`src/rtl/operand_fetch_if.sv`:
```
// Handshake and register-file bundle between operand_fetch and its neighbours:
// the upstream instruction source, the register file read port and the execute stage.
interface operand_fetch_if #(
    parameter int BUS_WIDTH  = 32,
    parameter int ADDR_WIDTH = 5
);
    logic                  instr_valid;
    logic                  instr_ready;
    logic [BUS_WIDTH-1:0]  instr;
    logic [BUS_WIDTH-1:0]  pc;
    logic                  flush;

    logic [ADDR_WIDTH-1:0] rs_addr;
    logic                  rs_addr_sel;
    logic                  rs_addr_valid;
    logic [ADDR_WIDTH-1:0] rd_addr;
    logic [BUS_WIDTH-1:0]  rs_data;
    logic                  rs_data_sel;
    logic                  rs_data_valid;

    logic                  op_valid;
    logic                  op_ready;
    logic [BUS_WIDTH-1:0]  op_rs1_data;
    logic [BUS_WIDTH-1:0]  op_rs2_data;
    logic [ADDR_WIDTH-1:0] op_rd_addr;
    logic [BUS_WIDTH-1:0]  op_pc;
    logic [BUS_WIDTH-1:0]  op_instr;

    // The operand fetch stage itself.
    modport master (
        input  instr_valid, instr, pc, flush,
        input  rs_data, rs_data_sel, rs_data_valid, op_ready,
        output instr_ready, rs_addr, rs_addr_sel, rs_addr_valid, rd_addr,
        output op_valid, op_rs1_data, op_rs2_data, op_rd_addr, op_pc, op_instr
    );

    // The surrounding pipeline: instruction source, register file and execute stage.
    modport slave (
        output instr_valid, instr, pc, flush,
        output rs_data, rs_data_sel, rs_data_valid, op_ready,
        input  instr_ready, rs_addr, rs_addr_sel, rs_addr_valid, rd_addr,
        input  op_valid, op_rs1_data, op_rs2_data, op_rd_addr, op_pc, op_instr
    );
endinterface

```
`src/rtl/operand_fetch.sv`:
```
// RV32I decode/operand-fetch stage: reads up to two source registers through a
// single shared register-file read port and hands a complete bundle to execute.
module operand_fetch #(
    parameter int BUS_WIDTH  = 32,
    parameter int ADDR_WIDTH = 5
) (
    input  logic              clk,
    input  logic              rst,
    operand_fetch_if.master   bus
);
    typedef enum logic [2:0] {IDLE, REQ1, WAIT1, REQ2, WAIT2, OUT} state_t;

    localparam logic [6:0] OPC_OP     = 7'b0110011;
    localparam logic [6:0] OPC_STORE  = 7'b0100011;
    localparam logic [6:0] OPC_BRANCH = 7'b1100011;
    localparam logic [6:0] OPC_LUI    = 7'b0110111;
    localparam logic [6:0] OPC_AUIPC  = 7'b0010111;
    localparam logic [6:0] OPC_JAL    = 7'b1101111;

    state_t                state;
    logic [ADDR_WIDTH-1:0] rs2_q;
    logic                  need2_q;

    logic [6:0]            opcode;
    logic [ADDR_WIDTH-1:0] rs1_i, rs2_i, rd_i;
    logic                  use_rs1, use_rs2, rd_used, need1, need2, accept;

    // Decode is done on the incoming word; only what later states need is kept.
    assign opcode  = bus.instr[6:0];
    assign rs1_i   = ADDR_WIDTH'(bus.instr[19:15]);
    assign rs2_i   = ADDR_WIDTH'(bus.instr[24:20]);
    assign rd_i    = ADDR_WIDTH'(bus.instr[11:7]);
    assign use_rs2 = (opcode == OPC_OP) || (opcode == OPC_STORE) || (opcode == OPC_BRANCH);
    assign use_rs1 = !((opcode == OPC_LUI) || (opcode == OPC_AUIPC) || (opcode == OPC_JAL));
    assign rd_used = !((opcode == OPC_STORE) || (opcode == OPC_BRANCH));
    assign need1   = use_rs1 && (rs1_i != '0);
    assign need2   = use_rs2 && (rs2_i != '0);
    assign accept  = bus.instr_valid && bus.instr_ready;

    always_ff @(posedge clk) begin
        // NOTE: every register here, including the wide operand/bundle registers,
        // has an explicit reset so the outputs are fully defined after rst.
        if (rst) begin
            state             <= IDLE;
            rs2_q             <= '0;
            need2_q           <= 1'b0;
            bus.instr_ready   <= 1'b0;
            bus.rs_addr       <= '0;
            bus.rs_addr_sel   <= 1'b0;
            bus.rs_addr_valid <= 1'b0;
            bus.rd_addr       <= '0;
            bus.op_valid      <= 1'b0;
            bus.op_rs1_data   <= '0;
            bus.op_rs2_data   <= '0;
            bus.op_rd_addr    <= '0;
            bus.op_pc         <= '0;
            bus.op_instr      <= '0;
        end else if (bus.flush) begin
            // Kill wins over accept and response capture; nothing is requested.
            state             <= IDLE;
            bus.instr_ready   <= 1'b1;
            bus.rs_addr_valid <= 1'b0;
            bus.op_valid      <= 1'b0;
            bus.rd_addr       <= '0;
        end else begin
            // NOTE: non-blocking assignments throughout, so every branch sees the
            // register values from before this edge regardless of statement order.
            case (state)
                IDLE: begin
                    bus.instr_ready <= 1'b1;
                    if (accept) begin
                        bus.instr_ready <= 1'b0;
                        bus.op_pc       <= bus.pc;
                        bus.op_instr    <= bus.instr;
                        bus.op_rs1_data <= '0;
                        bus.op_rs2_data <= '0;
                        bus.rd_addr     <= rd_used ? rd_i : '0;
                        bus.op_rd_addr  <= rd_used ? rd_i : '0;
                        rs2_q           <= rs2_i;
                        need2_q         <= need2;
                        if (need1) begin
                            state             <= REQ1;
                            bus.rs_addr_valid <= 1'b1;
                            bus.rs_addr       <= rs1_i;
                            bus.rs_addr_sel   <= 1'b0;
                        end else if (need2) begin
                            state             <= REQ2;
                            bus.rs_addr_valid <= 1'b1;
                            bus.rs_addr       <= rs2_i;
                            bus.rs_addr_sel   <= 1'b1;
                        end else begin
                            state        <= OUT;
                            bus.op_valid <= 1'b1;
                        end
                    end
                end
                REQ1: begin
                    bus.rs_addr_valid <= 1'b0;
                    state             <= WAIT1;
                end
                WAIT1: begin
                    // A response tagged for rs2 cannot belong to this request.
                    if (bus.rs_data_valid && !bus.rs_data_sel) begin
                        bus.op_rs1_data <= bus.rs_data;
                        if (need2_q) begin
                            state             <= REQ2;
                            bus.rs_addr_valid <= 1'b1;
                            bus.rs_addr       <= rs2_q;
                            bus.rs_addr_sel   <= 1'b1;
                        end else begin
                            state        <= OUT;
                            bus.op_valid <= 1'b1;
                        end
                    end
                end
                REQ2: begin
                    bus.rs_addr_valid <= 1'b0;
                    state             <= WAIT2;
                end
                WAIT2: begin
                    if (bus.rs_data_valid && bus.rs_data_sel) begin
                        bus.op_rs2_data <= bus.rs_data;
                        state           <= OUT;
                        bus.op_valid    <= 1'b1;
                    end
                end
                OUT: begin
                    if (bus.op_ready) begin
                        state           <= IDLE;
                        bus.op_valid    <= 1'b0;
                        bus.instr_ready <= 1'b1;
                        bus.rd_addr     <= '0;
                    end
                end
                default: state <= IDLE;
            endcase
        end
    end
endmodule

```
`src/flat_wrapper.sv`:
```
// flat-port wrapper written by rule: the top's interface ports become plain ports
module operand_fetch_flat 
#(
    parameter int BUS_WIDTH  = 32,
    parameter int ADDR_WIDTH = 5
)
  (clk, rst, bus_instr_valid, bus_instr, bus_pc, bus_flush, bus_rs_data, bus_rs_data_sel, bus_rs_data_valid, bus_op_ready, bus_instr_ready, bus_rs_addr, bus_rs_addr_sel, bus_rs_addr_valid, bus_rd_addr, bus_op_valid, bus_op_rs1_data, bus_op_rs2_data, bus_op_rd_addr, bus_op_pc, bus_op_instr);
  operand_fetch_if #(.BUS_WIDTH(BUS_WIDTH), .ADDR_WIDTH(ADDR_WIDTH)) bus_i ();
  input  logic clk;
  input  logic rst;
  input wire logic [$bits(bus_i.instr_valid)-1:0] bus_instr_valid;
  input wire logic [$bits(bus_i.instr)-1:0] bus_instr;
  input wire logic [$bits(bus_i.pc)-1:0] bus_pc;
  input wire logic [$bits(bus_i.flush)-1:0] bus_flush;
  input wire logic [$bits(bus_i.rs_data)-1:0] bus_rs_data;
  input wire logic [$bits(bus_i.rs_data_sel)-1:0] bus_rs_data_sel;
  input wire logic [$bits(bus_i.rs_data_valid)-1:0] bus_rs_data_valid;
  input wire logic [$bits(bus_i.op_ready)-1:0] bus_op_ready;
  output wire logic [$bits(bus_i.instr_ready)-1:0] bus_instr_ready;
  output wire logic [$bits(bus_i.rs_addr)-1:0] bus_rs_addr;
  output wire logic [$bits(bus_i.rs_addr_sel)-1:0] bus_rs_addr_sel;
  output wire logic [$bits(bus_i.rs_addr_valid)-1:0] bus_rs_addr_valid;
  output wire logic [$bits(bus_i.rd_addr)-1:0] bus_rd_addr;
  output wire logic [$bits(bus_i.op_valid)-1:0] bus_op_valid;
  output wire logic [$bits(bus_i.op_rs1_data)-1:0] bus_op_rs1_data;
  output wire logic [$bits(bus_i.op_rs2_data)-1:0] bus_op_rs2_data;
  output wire logic [$bits(bus_i.op_rd_addr)-1:0] bus_op_rd_addr;
  output wire logic [$bits(bus_i.op_pc)-1:0] bus_op_pc;
  output wire logic [$bits(bus_i.op_instr)-1:0] bus_op_instr;
  assign bus_i.instr_valid = bus_instr_valid;
  assign bus_i.instr = bus_instr;
  assign bus_i.pc = bus_pc;
  assign bus_i.flush = bus_flush;
  assign bus_i.rs_data = bus_rs_data;
  assign bus_i.rs_data_sel = bus_rs_data_sel;
  assign bus_i.rs_data_valid = bus_rs_data_valid;
  assign bus_i.op_ready = bus_op_ready;
  assign bus_instr_ready = bus_i.instr_ready;
  assign bus_rs_addr = bus_i.rs_addr;
  assign bus_rs_addr_sel = bus_i.rs_addr_sel;
  assign bus_rs_addr_valid = bus_i.rs_addr_valid;
  assign bus_rd_addr = bus_i.rd_addr;
  assign bus_op_valid = bus_i.op_valid;
  assign bus_op_rs1_data = bus_i.op_rs1_data;
  assign bus_op_rs2_data = bus_i.op_rs2_data;
  assign bus_op_rd_addr = bus_i.op_rd_addr;
  assign bus_op_pc = bus_i.op_pc;
  assign bus_op_instr = bus_i.op_instr;
  operand_fetch #(.BUS_WIDTH(BUS_WIDTH), .ADDR_WIDTH(ADDR_WIDTH)) u_core (.clk(clk), .rst(rst), .bus(bus_i));
endmodule
```
`config.mk`:
```
export PLATFORM = sky130hd
export DESIGN_NAME = operand_fetch_flat
export DESIGN_NICKNAME = d
export VERILOG_FILES = /design/src/rtl/operand_fetch_if.sv /design/src/rtl/operand_fetch.sv /design/src/flat_wrapper.sv
export SDC_FILE = /design/constraint.sdc
export NUM_CORES = 1
export LEC_CHECK = 0
export CORE_MARGIN = 3
export CORE_UTILIZATION = 31
export DETAILED_ROUTE_END_ITERATION = 8
export HOLD_SLACK_MARGIN = 0.06
export PLACE_DENSITY = 0.65
export SLEW_MARGIN = 15
export SYNTH_ARGS = -nofsm -noshare
export SYNTH_HDL_FRONTEND = slang
export SYNTH_SLANG_ARGS = --single-unit
export TNS_END_PERCENT = 20
```
`constraint.sdc`:
```
create_clock -name clk -period 2.8 [get_ports clk]
set_clock_uncertainty 0.15 [all_clocks]
set_input_delay 0.84 -clock clk [delete_from_list [all_inputs] [get_ports clk]]
set_output_delay 0.84 -clock clk [all_outputs]
set_load 0.005 [all_outputs]
```
After elaboration in Yosys (flattened, before gate mapping)
Cells that the tools add are included.
Widths: inputs -> output; s select.
- register bits after elaboration: 156
- word-level logic and storage cells: 112
- reduce and logical (&&, ||, !) cells: 32
- bitwise operators: 1
- equal/unequal tests: 21
- multiplexer cells: 44
- operators with widths (operator ; number):
    $pmux 32 s2 ; 2
    $mux 32 ; 3
    $mux 5 ; 8
    $eq 7x6->1 const B ; 3
    $mux 3 ; 7
    $pmux 5 s2 ; 2
    $pmux 3 s6 ; 1
    $mux 1 ; 17
    $eq 7x7->1 const B ; 2
    $reduce_and 4->1 ; 3
    $reduce_bool 5->1 ; 2
    $ne 2x1->1 const B ; 4
    $ne 2x2->1 const B ; 4
    $reduce_and 8->1 ; 1
    $eq 7x5->1 const B ; 1
    $eq 3x2->1 const B ; 2
    $eq 3x3->1 const B ; 2
    $reduce_and 3->1 ; 2
    $reduce_and 6->1 ; 1
    $reduce_bool 2->1 ; 3
    $reduce_bool 3->1 ; 2
    $logic_and 1x1->1 ; 5
    $logic_or 1x1->1 ; 5
    $reduce_and 5->1 ; 1
    12 further kinds ; 15

Logic depth before layout (Yosys ltp)
Gate-level depths: netlist of run 1.
- depth after elaboration: 8
- mapped depth: 8
- depth with buffers taken out: 5

Least setup slack after synthesis of run 1
OpenSTA, ideal clock, no wires.
- path kind: input to register
- from: input port bus_instr[16]
- to: register u_core.state[1]
- setup time: 103 ps
- buffers on the path: 0
- arrival: 2075 ps
- data required time: 2547 ps
- path slack: 471 ps
- stages: 5
- path through: or4_1 -> nor2_2 -> nor2_1 -> nand3b_1 -> a2111oi_2
- longest elaborated chain between the ends: 5
- RTL lines (item ; line ; RTL):
    from (decl) ; flat_wrapper.sv:12 ; input wire logic [$bits(bus_i.instr)-1:0] bus_instr;
    $reduce_bool 5->1 ; operand_fetch.sv:36 ; assign need1 = use_rs1 && (rs1_i != '0);
    $logic_and 1x1->1 ; operand_fetch.sv:36 ;
    $mux 3 ; operand_fetch.sv:81 ; if (need1) begin
    $mux 3 ; operand_fetch.sv:71 ; if (accept) begin
    $pmux 3 s6 ; operand_fetch.sv:68 ; case (state)
    to (signal assigned) ; operand_fetch.sv:44 ; state <= IDLE;
    to (signal assigned) ; operand_fetch.sv:82 ; state <= REQ1;
    to (signal assigned) ; operand_fetch.sv:87 ; state <= REQ2;
    to (decl) ; operand_fetch.sv:20 ; state_t state;
No other way between the ends. The select of a mux whose other input is x is not followed.
A chain may end at the register's enable or synchronous reset.

Worst setup path after layout of run 1
- from: input port bus_instr[17]
- to: register u_core.state[2]
The elaborated chain is that of the path after synthesis.

==> results.sh, run 1 <==
export IMPL_synth_distinct_cells=48
export IMPL_post_place_ws_ps=-114
export IMPL_pwr_share_comb_pct=11.0
export IMPL_power_frac_seq_pct=44.4
export IMPL_numClockSinks=151
export IMPL_peakVddDrop_mv=0.424
export IMPL_gp_congestion=0.838
export IMPL_ys_flop_type="dfxtp_1"
export IMPL_grtUsageTotal_pct=18.8
export IMPL_period_needed_ps=2460
export IMPL_cts_resized=0
export IMPL_r2r_cells=6
export IMPL_yosys_area_top_type_share_pct=52.8
export IMPL_grt_max_degree=70
export IMPL_cts_buffer_depth=2
export IMPL_swShare_pct=25.1
export IMPL_hold_class="reg2reg"
export IMPL_placed_cells=1176
export IMPL_fmax_mhz=406
export IMPL_crit_arrival_ps=2640
export IMPL_dr_pass1_iters=5
export IMPL_max_cap_violations=0
export IMPL_ys_top_cells_by_area="dfxtp_1 53%, nand2_1 14%, a21oi_1 12%"
export IMPL_grt_pass1_wl_um=30300
export IMPL_numCtsBuffers=17
export IMPL_die_x_um=142
export IMPL_via_per_inst=4.91
export IMPL_antenna_found_initial=0
export IMPL_synth_nets=810
export IMPL_critical_path_class="in2reg"
export IMPL_synth_edf_count=0
export IMPL_cts_root_buf="clkbuf_16"
export IMPL_mostFrequentLayoutCells="248 x clkdlybuf4s50_1, 209 x nand2_1, 151 x dfxtp_1, 137 x a21oi_1, 67 x nand3_1"
export IMPL_worstPathRequired_ps=2970
export IMPL_postCtsHoldBufs=0
export IMPL_async_flop_share_pct=0
export IMPL_status="completed"
export IMPL_start_kind="input pin"
export IMPL_synthCells=707
export IMPL_num_rows=49
export IMPL_antennaDiodeCount=0
export IMPL_setup_viol=0
export IMPL_first_iter_violations=319
export IMPL_overflow=0
export IMPL_synth_seq_cells=151
export IMPL_total_power_uw=4990
export IMPL_die_area_mm2=0.0201
export IMPL_path_clk_slew_ps=60
export IMPL_syn2layout_area_growth_pct=63.2
export IMPL_drive_gt1_share_pct=9.30
export IMPL_yosysTopAreaCell="dfxtp_1"
export IMPL_top_usage_layer="met2"
export IMPL_core_mm2=0.0180
export IMPL_layout_cells_non_filler=1208
export IMPL_netlist_area_mm2=0.00572
export IMPL_endpoint_kind="flop"
export IMPL_p_clk_share_pct=44.6
export IMPL_rsz0062_at_grt="false"
export IMPL_setup_slack_ps=336
export IMPL_nNetsFinal=1069
export IMPL_met1_usage_pct=23.5
export IMPL_synth_warnings=0
export IMPL_switching_power_uw=1250
export IMPL_grt_util_met2_pct=30.0
export IMPL_wire_per_inst_um=16.2
export IMPL_p_leak_uw=0.00317
export IMPL_fin_crit_sh_pct=88.0
export IMPL_crit_fanout=3
export IMPL_vias=5928
export IMPL_internal_power_uw=3740
export IMPL_h_tree_depth=4
export IMPL_portBuffers=249
export IMPL_postCtsSetupRepairBufs=0
export IMPL_clkLatencyLatePin_ps=420
export IMPL_grtUsageMet3_pct=7.18
export IMPL_hold_viol_final=0
export IMPL_route_detailed_drc=0
export IMPL_die_h_um=142
export IMPL_final_common_cell="clkdlybuf4s50_1"
export IMPL_first_global_vias=5654
export IMPL_drv_slew=0
export IMPL_min_path_cells=2
export IMPL_ios=250
export IMPL_wirelength_um=19600
export IMPL_synth_avg_cell_area_um2=8.09
export IMPL_dp_final_hpwl_um=13900
export IMPL_slew_headroom_pct=42.4
export IMPL_tightest_slew_ps=855
export IMPL_power_density_mw_per_mm2=535
export IMPL_cts_tree="done"
export IMPL_start_util_pct=31.7
export IMPL_final_core_util_pct=51.8
export IMPL_yosysSeqAreaShare_pct=52.8
export IMPL_antenna_left=0
[synth_stat cells, types with 2 or more instances]
cell type  instances
a211oi_1           3
a21oi_1          137
a222oi_1           5
a22oi_1           10
a31oi_1            2
and2_1             2
buf_1              5
buf_2             15
buf_4              7
buf_6              2
clkbuf_1          26
dfxtp_1          151
inv_1              2
nand2_1          209
nand3_1           67
nand3b_1           2
nand4b_1           2
nor2_1            17
nor2b_1            3
nor3_1             6
o21ai_0            2
o2bb2ai_1          5
or4_1              2
[critical path, cell delays in order]
cell and delay [ps]:
clkdlybuf4s50_1 440, or4_1 550, nor2_2 190, o221ai_2 170
buf_4 190, a221oi_1 250
[power by group through the flow]
stage / Sequential [µW] / Combinational (µW) / Clock, µW
2_1_floorplan: 2260 / 183 / 0
3_3_place_gp: 2260 / 553 / 0
3_5_place_dp: 2260 / 551 / 0
4_1_cts: 2220 / 555 / 2290
5_1_grt: 2220 / 593 / 2370
6_report: 2220 / 549 / 2230
[state kept, by name, summed over array words and instances (netlist names)]
name / flops
u_core.bus.instr_ready: 1
u_core.bus.op_instr: 28
u_core.bus.op_pc: 32
u_core.bus.op_rd_addr: 5
u_core.bus.op_rs1_data: 32
u_core.bus.op_rs2_data: 32
u_core.bus.op_valid: 1
u_core.bus.rd_addr: 5
u_core.bus.rs_addr: 5
u_core.bus.rs_addr_sel: 1
u_core.bus.rs_addr_valid: 1
u_core.need2_q: 1
u_core.rs2_q: 4
u_core.state: 3
[worst paths after layout]
path | startpoint | slack [ps] | to
max | bus_instr[17] | 340 | u_core.state[2]
max reg2reg | u_core.state[0] | 640 | u_core.bus.op_instr[29]
min reg2reg | u_core.bus.op_rs1_data[7] | 300 | u_core.bus.op_rs1_data[7]
min | u_core.bus.op_rs1_data[7] | 300 | u_core.bus.op_rs1_data[7]
[routing by layer]
metal / wire length [µm] / up-vias
met5: 0 / -
met4: 403 / 0
met3: 1910 / 27
met2: 8870 / 249
met1: 8430 / 2714
li1: - / 2938
[area by class of cell]
| class | count | area [µm²] |
|---|---|---|
| fill | 1762 | 8690 |
| sequential | 151 | 3020 |
| timing repair buffer | 295 | 3010 |
| multi-input combinational | 499 | 2440 |
| clock buffer | 17 | 425 |
| tap | 229 | 287 |
| clock inverter | 15 | 144 |
| inverter | 2 | 7.51 |
[per-stage QoR]
step	area, µm²	hold slack [ps]	TNS (ps)
2_1_floorplan	5720	298	0
3_3_place_gp	8770	288	-1460
3_5_place_dp	8770	293	-3320
4_1_cts	9340	302	0
5_1_grt	9340	318	0
6_report	9340	299	0
[kinds of logic after synthesis]
family                 Yosys count  share of synthesized area (%)
AO/OA/AOI/OAI                  176                           17.9
buffers and inverters           57                           4.79
flip-flops                     151                           52.8
AND/OR/NAND/NOR                323                           24.5
Power figures use the tool's default switching activity.
==> run 2: changes to the inputs <==
--- a/config.mk
+++ b/config.mk
@@ -9,7 +9,8 @@
 export CORE_UTILIZATION = 31
 export DETAILED_ROUTE_END_ITERATION = 8
 export HOLD_SLACK_MARGIN = 0.06
-export PLACE_DENSITY = 0.65
+export PLACE_DENSITY_LB_ADDON = 0.3
+export SETUP_SLACK_MARGIN = 0.02
 export SLEW_MARGIN = 15
 export SYNTH_ARGS = -nofsm -noshare
 export SYNTH_HDL_FRONTEND = slang
==> results.sh, run 2 (synthesis results as in run 1) <==
export IMPL_status="completed"
export IMPL_fmax_mhz=392
export IMPL_whs_endpoint="u_core.bus.op_rs1_data[12]"
export IMPL_grt_util_met2_pct=29.2
export IMPL_path_clk_slew_ps=70
export IMPL_top_usage_layer="met2"
export IMPL_p_leak_uw=0.00313
export IMPL_fill_cells=1758
export IMPL_h_tree_depth=4
export IMPL_rsz0062_at_grt="false"
export IMPL_power_frac_seq_pct=44.2
export IMPL_hold_start="u_core.bus.op_rs1_data[12]"
export IMPL_r2r_end="u_core.bus.op_rs1_data[0]"
export IMPL_worstPathRequired_ps=2960
export IMPL_syn2layout_area_growth_pct=61.7
export IMPL_cts_buffer_depth=2
export IMPL_swShare_pct=26.6
export IMPL_peakVddDrop_mv=0.412
export IMPL_gp_congestion=0.811
export IMPL_numCtsBuffers=17
export IMPL_grt_max_degree=79
export IMPL_r2r_cells=6
export IMPL_r2r_setup_slack_ps=540
export IMPL_r2r_start="u_core.state[0]"
export IMPL_portBuffers=249
export IMPL_wirelength_um=19600
export IMPL_grt_pass1_wl_um=30300
export IMPL_grtUsageMet3_pct=7.99
export IMPL_first_global_vias=5666
export IMPL_switching_power_uw=1340
export IMPL_slowest_delay_ps=570
export IMPL_endpoint_kind="flop"
export IMPL_total_power_uw=5010
export IMPL_hold_viol_final=0
export IMPL_fin_crit_sh_pct=91.1
export IMPL_route_detailed_drc=0
export IMPL_pwr_share_comb_pct=10.8
export IMPL_antenna_left=0
export IMPL_fin_hold_ws_ps=298
export IMPL_dr_pass1_iters=5
export IMPL_clkLatencyLatePin_ps=420
export IMPL_seq_area_mm2=0.00302
export IMPL_antenna_found_initial=0
export IMPL_layout_cells_non_filler=1204
export IMPL_drv_slew=0
export IMPL_start_util_pct=31.7
export IMPL_critical_path_class="in2reg"
export IMPL_grtUsageTotal_pct=18.9
export IMPL_overflow=0
export IMPL_final_common_cell="clkdlybuf4s50_1"
export IMPL_crit_arrival_ps=2710
export IMPL_first_iter_violations=302
export IMPL_dp_final_hpwl_um=13600
export IMPL_met1_usage_pct=23.8
export IMPL_fin_setup_tns_ps=0
export IMPL_largest_registers="u_core.bus.op_pc (32), u_core.bus.op_rs1_data (32), u_core.bus.op_rs2_data (32)"
export IMPL_numClockSinks=151
export IMPL_critPathSlowestCell="or4_1"
export IMPL_slew_headroom_pct=43.2
export IMPL_internal_power_uw=3680
export IMPL_max_cap_violations=0
export IMPL_tightest_slew_ps=845
export IMPL_core_mm2=0.0180
export IMPL_die_x_um=142
export IMPL_antennaDiodeCount=0
export IMPL_final_core_util_pct=51.3
export IMPL_crit_path_cell_trace="clkdlybuf4s50_1 -> or4_1 -> nor2_2 -> nor2_1 -> nand3b_1 -> a2111oi_2"
export IMPL_start_kind="input pin"
export IMPL_postCtsHoldBufs=0
export IMPL_cts_root_buf="clkbuf_16"
export IMPL_placed_cells=1172
export IMPL_hold_class="reg2reg"
export IMPL_worstSetupStartpoint="bus_instr[16]"
export IMPL_die_h_um=142
export IMPL_postCtsSetupRepairBufs=0
export IMPL_vias=5915
export IMPL_power_density_mw_per_mm2=542
export IMPL_min_path_cells=2
export IMPL_multi_input_area_mm2=0.00244
export IMPL_die_area_mm2=0.0201
export IMPL_cts_resized=0
export IMPL_num_rows=49
export IMPL_nNetsFinal=1065
export IMPL_wire_per_inst_um=16.3
export IMPL_via_per_inst=4.91
export IMPL_crit_fanout=3
export IMPL_setup_viol=0
export IMPL_cts_tree="done"
export IMPL_drive_gt1_share_pct=8.92
export IMPL_period_needed_ps=2550
export IMPL_p_clk_share_pct=45.0
export IMPL_ios=250
export IMPL_mostFrequentLayoutCells="248 x clkdlybuf4s50_1, 209 x nand2_1, 151 x dfxtp_1, 137 x a21oi_1, 67 x nand3_1"
run 2: area by class of cell:
cell class / instances / share of cell area, %
Inverter: 2 / 0.0812
Tap cell: 229 / 3.10
Sequential cell: 151 / 32.7
Multi-Input combinational cell: 499 / 26.4
Clock inverter: 15 / 1.62
Clock buffer: 17 / 4.60
Timing Repair Buffer: 291 / 31.5
run 2: worst max path at each step:
stage,cells after the start,to,slack (ps)
after global placement,6,u_core.bus.rs_addr[4],-130
after floorplan,5,u_core.state[1],470
after global routing,6,u_core.state[1],160
final,6,u_core.state[1],250
after CTS,6,u_core.state[1],250
after detailed placement,6,u_core.state[1],-190
run 2: metrics by stage:
stage	area (µm²)	setup slack (ps)
floorplan	5720	471
global placement	8670	-126
detailed placement	8670	-189
CTS	9250	250
global route	9250	156
finish	9250	249
run 2: worst max-delay path, delay by kind of cell:
| family | cells | cell delay [ps] |
|---|---|---|
| compound gates | 1 | 370 |
| simple gates | 4 | 1030 |
| buf+inv | 1 | 470 |
run 2: layer usage:
metal / vias to the layer above / wire length [µm]
li1: 2930 / -
met2: 235 / 8620
met1: 2730 / 8590
met5: - / 0
met3: 20 / 2080
met4: 0 / 298
run 2: power by group through the flow:
stage	Combinational (µW)	Clock (µW)	Sequential, µW
finish	539	2260	2220
global route	584	2410	2220
CTS	544	2310	2220
detailed placement	540	0	2260
global placement	543	0	2260
floorplan	183	0	2260
